[src/rtl/apb_arbiter2.sv]
//------------------------------------------------------------------------------
// Module  : apb_arbiter2
// Brief   : Two-master APB arbiter, round-robin or fixed priority, one slave port.
//           Optional ACCESS-phase timeout enabled by defining APB_ARB_TIMEOUT_EN.
// Revision: 1.0 - initial release
//------------------------------------------------------------------------------
`default_nettype none

module apb_arbiter2 #(
    parameter bit          FIXED_PRIO = 1'b0,
    parameter logic [15:0] TIMEOUT    = 16'd255
) (
    input  logic        clock,
    input  logic        reset,

    input  logic [31:0] m0_paddr,
    input  logic        m0_psel,
    input  logic        m0_penable,
    input  logic [2:0]  m0_pprot,
    input  logic        m0_pwrite,
    input  logic [31:0] m0_pwdata,
    input  logic [3:0]  m0_pstrb,
    output logic        m0_pready,
    output logic [31:0] m0_prdata,
    output logic        m0_pslverr,

    input  logic [31:0] m1_paddr,
    input  logic        m1_psel,
    input  logic        m1_penable,
    input  logic [2:0]  m1_pprot,
    input  logic        m1_pwrite,
    input  logic [31:0] m1_pwdata,
    input  logic [3:0]  m1_pstrb,
    output logic        m1_pready,
    output logic [31:0] m1_prdata,
    output logic        m1_pslverr,

    output logic [31:0] out_paddr,
    output logic [2:0]  out_pprot,
    output logic        out_pwrite,
    output logic [31:0] out_pwdata,
    output logic [3:0]  out_pstrb,
    output logic        out_psel,
    output logic        out_penable,
    input  logic        out_pready,
    input  logic [31:0] out_prdata,
    input  logic        out_pslverr
);

    typedef enum logic [1:0] {
        S_IDLE   = 2'd0,
        S_SETUP  = 2'd1,
        S_ACCESS = 2'd2
    } state_t;

    state_t r_state;
    logic   r_grant;
    logic   r_last;

    logic   w_next_grant;
    logic   w_done_ok;
    logic   w_tmo;
    logic   w_done;

    // Upstream penable carries no information the arbiter needs; psel level alone drives sequencing.
`ifdef APB_ARB_TIMEOUT_EN
    logic        w_unused;
    assign w_unused = m0_penable ^ m1_penable;
`else
    logic        w_unused;
    assign w_unused = m0_penable ^ m1_penable ^ (^TIMEOUT);
`endif

    always_comb begin
        w_next_grant = 1'b0;
        if (m0_psel && m1_psel)
            w_next_grant = FIXED_PRIO ? 1'b0 : ~r_last;
        else if (m1_psel)
            w_next_grant = 1'b1;
    end

    assign w_done_ok = (r_state == S_ACCESS) && out_pready;

`ifdef APB_ARB_TIMEOUT_EN
    logic [15:0] r_tmo_cnt;

    // A real completion in the same cycle as the limit takes precedence.
    assign w_tmo = (r_state == S_ACCESS) && !out_pready && (r_tmo_cnt == TIMEOUT);

    always_ff @(posedge clock) begin
        if (reset)
            r_tmo_cnt <= 16'd0;
        else if (r_state == S_SETUP)
            r_tmo_cnt <= 16'd0;
        else if (r_state == S_ACCESS && !out_pready && !w_tmo)
            r_tmo_cnt <= r_tmo_cnt + 16'd1;
    end
`else
    assign w_tmo = 1'b0;
`endif

    assign w_done = w_done_ok || w_tmo;

    always_ff @(posedge clock) begin
        if (reset) begin
            r_state <= S_IDLE;
            r_grant <= 1'b0;
            r_last  <= 1'b1;
        end else begin
            case (r_state)
                S_IDLE: begin
                    if (m0_psel || m1_psel) begin
                        r_grant <= w_next_grant;
                        r_state <= S_SETUP;
                    end
                end
                S_SETUP: r_state <= S_ACCESS;
                S_ACCESS: begin
                    if (w_done) begin
                        r_last  <= r_grant;
                        r_state <= S_IDLE;
                    end
                end
                default: r_state <= S_IDLE;
            endcase
        end
    end

    assign out_psel    = (r_state != S_IDLE);
    assign out_penable = (r_state == S_ACCESS);

    assign out_paddr  = r_grant ? m1_paddr  : m0_paddr;
    assign out_pprot  = r_grant ? m1_pprot  : m0_pprot;
    assign out_pwrite = r_grant ? m1_pwrite : m0_pwrite;
    assign out_pwdata = r_grant ? m1_pwdata : m0_pwdata;
    assign out_pstrb  = r_grant ? m1_pstrb  : m0_pstrb;

    // Timeout completions report an error with zeroed read data.
    assign m0_pready  = w_done && !r_grant;
    assign m0_prdata  = (w_done_ok && !r_grant) ? out_prdata : 32'd0;
    assign m0_pslverr = !r_grant && (w_done_ok ? out_pslverr : w_tmo);

    assign m1_pready  = w_done && r_grant;
    assign m1_prdata  = (w_done_ok && r_grant) ? out_prdata : 32'd0;
    assign m1_pslverr = r_grant && (w_done_ok ? out_pslverr : w_tmo);

endmodule

`default_nettype wire
[config.mk]
export PLATFORM = sky130hd
export DESIGN_NAME = apb_arbiter2
export DESIGN_NICKNAME = d
export VERILOG_FILES = /design/src/rtl/apb_arbiter2.sv
export SDC_FILE = /design/constraint.sdc
export NUM_CORES = 1
export LEC_CHECK = 0
export ABC_AREA = 1
export CORE_AREA = 2 2 126 128
export CTS_CLUSTER_DIAMETER = 200
export DETAILED_ROUTE_END_ITERATION = 16
export DIE_AREA = 0 0 128 130
export PLACE_DENSITY = 0.6
export SLEW_MARGIN = 15
export SYNTH_ARGS = -nofsm -noshare
export SYNTH_HDL_FRONTEND = slang
export SYNTH_SLANG_ARGS = --single-unit
[constraint.sdc]
create_clock -name clock -period 1.4 [get_ports clock]
set_input_delay 0.42 -clock clock [delete_from_list [all_inputs] [get_ports clock]]
set_output_delay 0.42 -clock clock [all_outputs]
set_load 0.03 [all_outputs]
==> results.json <==
{
  "grt_pass1_vias": 3482,
  "routedWlPerCell_um": 14.6,
  "pin_count": 326,
  "syn_inst": 364,
  "yosys_warnings": 0,
  "crit_required_ps": 980,
  "drive_gt1_share_pct": 64.0,
  "drt_iter0_markers": 19,
  "synthAdderAreaFrac_pct": 0,
  "nets": 906,
  "synth.area.top_cells": "nand2_1 53%, nor2_1 14%, inv_1 9.3%, dfxtp_1 5.1%, nor2_2 4.8%",
  "antenna_left": 0,
  "relSlewSlack_pct": 84.5,
  "timing.hold.ws_ps": 503,
  "cts_max_path_buffers": 2,
  "start_kind": "flip-flop",
  "vias": 3499,
  "layout_setup_ws_ps": -374,
  "cellPowerDensity_nw_per_um2": 484,
  "p_leak_nw": 3.64,
  "rsz0062_at_grt": "yes",
  "cts_buffers": 3,
  "synth_nets": 548,
  "core_area_um2": 15400,
  "pwr-share-clk_pct": 12.2,
  "dp_hpwl_um": 9300,
  "cts_tree": "done",
  "grt_remaining_overflow": 0,
  "synthSimpleGateAreaFrac_pct": 75.5,
  "area_growth_pct": 375,
  "arrival_ps": 1350,
  "critPathMaxFanout": 16,
  "synth-main-ff-cell": "dfxtp_1",
  "power_frac_comb_pct": 84.0,
  "worst_pin_slew_ps": 232,
  "cap_viol_max_count": 0,
  "htreeDepth": 1,
  "synth_edf_count": 0,
  "p_sw_share_pct": 44.1,
  "synth.most_common_cell": "nand2_1",
  "viasPerCell": 3.84,
  "seq_power_share_pct": 3.9,
  "clock_sinks": 4,
  "start_util_pct": 10.2,
  "drt_pass1_iterations": 3,
  "synth_mux_area_share_pct": 0,
  "synth.top_cell.area_share_pct": 52.9,
  "hold_path_class": "flip-flop to flip-flop",
  "grt_pass1_wl_um": 18700,
  "antenna_found_initial": 0,
  "post-route-period-util_pct": 127,
  "die-area_um2": 16600,
  "grtUsageTotal_pct": 14.5,
  "synth_top_family_by_area": "simple AND/OR/NAND/NOR gates",
  "yosysUniqueCellTypes": 17,
  "period_needed_ps": 1770,
  "final_max_slew_viol_count": 0,
  "antenna_cells": 0,
  "grt_max_degree": 20,
  "avgSynthCellArea_um2": 4.33,
  "final_hold_viol_count": 0,
  "max_freq_mhz": 564,
  "vdd_drop_max_v": 0.000289,
  "synthArstFlopShare_pct": 0,
  "setup_tns_ps": -45910,
  "cp-end-kind": "output port",
  "fin_worst_skew_ps": 0.559,
  "status": "complete, but fails checks",
  "synth_xor_area_share_pct": 0,
  "setup_viol_count_final": 142,
  "ys_ff_latch": 4,
  "synth_seq_area_share_pct": 5.08,
  "die_x_um": 128,
  "switching_power_mw": 1.60,
  "insertion_delay_ps": 220,
  "drt-total-wl_um": 13300,
  "synth_area_um2": 1580,
  "rows": 46,
  "internal_power_mw": 2.03,
  "port_buffers": 323,
  "gp_congestion": 0.782,
  "die_h_um": 130,
  "route.detailed.drc": 0,
  "hold_buffers": 0,
  "synth_compound_area_share_pct": 0.317,
  "worstSetupPathType": "flip-flop to output port",
  "yosysTopAreaCell": "nand2_1",
  "synth_common_cells": "222 x nand2_1, 58 x nor2_1, 39 x inv_1, 12 x nor2_2, 7 x buf_4",
  "clkSlewWorstSetupHoldPaths_ps": 30,
  "violations": "setup timing",
  "clockRootBuffer": "clkbuf_16"
}
## placed cells by master (no fill, tap or decap)
| master | count |
|---|---|
| clkbuf_16 | 4 |
| buf_8 | 4 |
| nand3_4 | 2 |
| nand2_4 | 115 |
| nand2_1 | 28 |
| nor2_2 | 12 |
| a21oi_1 | 1 |
| buf_4 | 32 |
| clkinv_8 | 1 |
| dfxtp_4 | 1 |
| clkinvlp_4 | 1 |
| buf_16 | 13 |
| dfxtp_1 | 1 |
| inv_2 | 1 |
| buf_12 | 23 |
| inv_1 | 37 |
| nand2_2 | 79 |
| nor2_4 | 50 |
| clkdlybuf4s15_2 | 1 |
| nand3b_1 | 1 |
| nor3_1 | 1 |
| dfxtp_2 | 2 |
| nand3_1 | 1 |
| dlygate4sd2_1 | 10 |
| clkdlybuf4s50_1 | 170 |
| nor2_1 | 9 |
| buf_6 | 120 |
## worst max-delay path: stages, from the launching register on
cell and delay (ps):
dfxtp_2 320, inv_2 50, nor2_4 150, nand3_4 140
buf_12 210, nor2_4 100, buf_6 140
## routing by layer
layer | part of all wire [%] | track usage (%) | vias up
met1 | 36 | 16.0 | 1532
met4 | 0.73 | 1.49 | 0
met5 | 0 | 0 | -
met2 | 55 | 28.6 | 196
met3 | 7.8 | 3.85 | 8
li1 | - | - | 1763
## final timing paths
check	start	endpoint	slack, ps	cells after the start
worst max-delay path	r_state[1]	m0_prdata[21]	-370	6
worst min-delay path	r_last	r_last	500	2
worst max register to register	r_grant	r_last	250	5
worst min register to register	r_last	r_last	500	2
## power by group through the flow
stage	registers, mW	logic (mW)	clock network [mW]
global placement	0.139	2.19	0
floorplan	0.136	1.06	0
CTS	0.139	2.87	0.445
finish	0.140	3.04	0.440
detailed placement	0.139	2.20	0
global route	0.142	3.20	0.452
## metrics by stage
| step | cell area [µm²] | setup WS, ps | instances | power, mW | util (%) |
|---|---|---|---|---|---|
| 5_1_grt | 7490 | -428 | 912 | 3.79 | 48.5 |
| 4_1_cts | 7060 | -381 | 910 | 3.46 | 45.7 |
| 3_5_place_dp | 5490 | -697 | 885 | 2.33 | 35.6 |
| 3_3_place_gp | 5490 | -674 | 885 | 2.33 | 35.6 |
| 6_report | 7490 | -374 | 912 | 3.62 | 48.5 |
| 2_1_floorplan | 2140 | -262 | 364 | 1.20 | - |
## sequential cells by signal (all words and copies together) (netlist names)
signal,count
r_state,2
r_grant,1
r_last,1
## cells by family after synthesis
family / Yosys count
buffers and inverters: 61
AOI/OAI and AO/OA: 1
and+or+nand+nor: 298
DFF: 4
## area by class of cell
class                           instances  area [µm²]
Tap cell                              192         240
Timing Repair Buffer                  374        4300
Multi-Input combinational cell        299        2620
Sequential cell                         4        86.3
Fill cell                            1429        7940
Inverter                               40         166
Clock buffer                            3        75.1
## what timing repair did
item	4_1_cts	5_1_grt
setup endpoints to repair	143	142
buffers inserted	9	4
hold endpoints to repair	0	0
cloned	13	1
gates resized for setup	316	99
pin swaps	38	22
(Power assumes the default switching activity.)
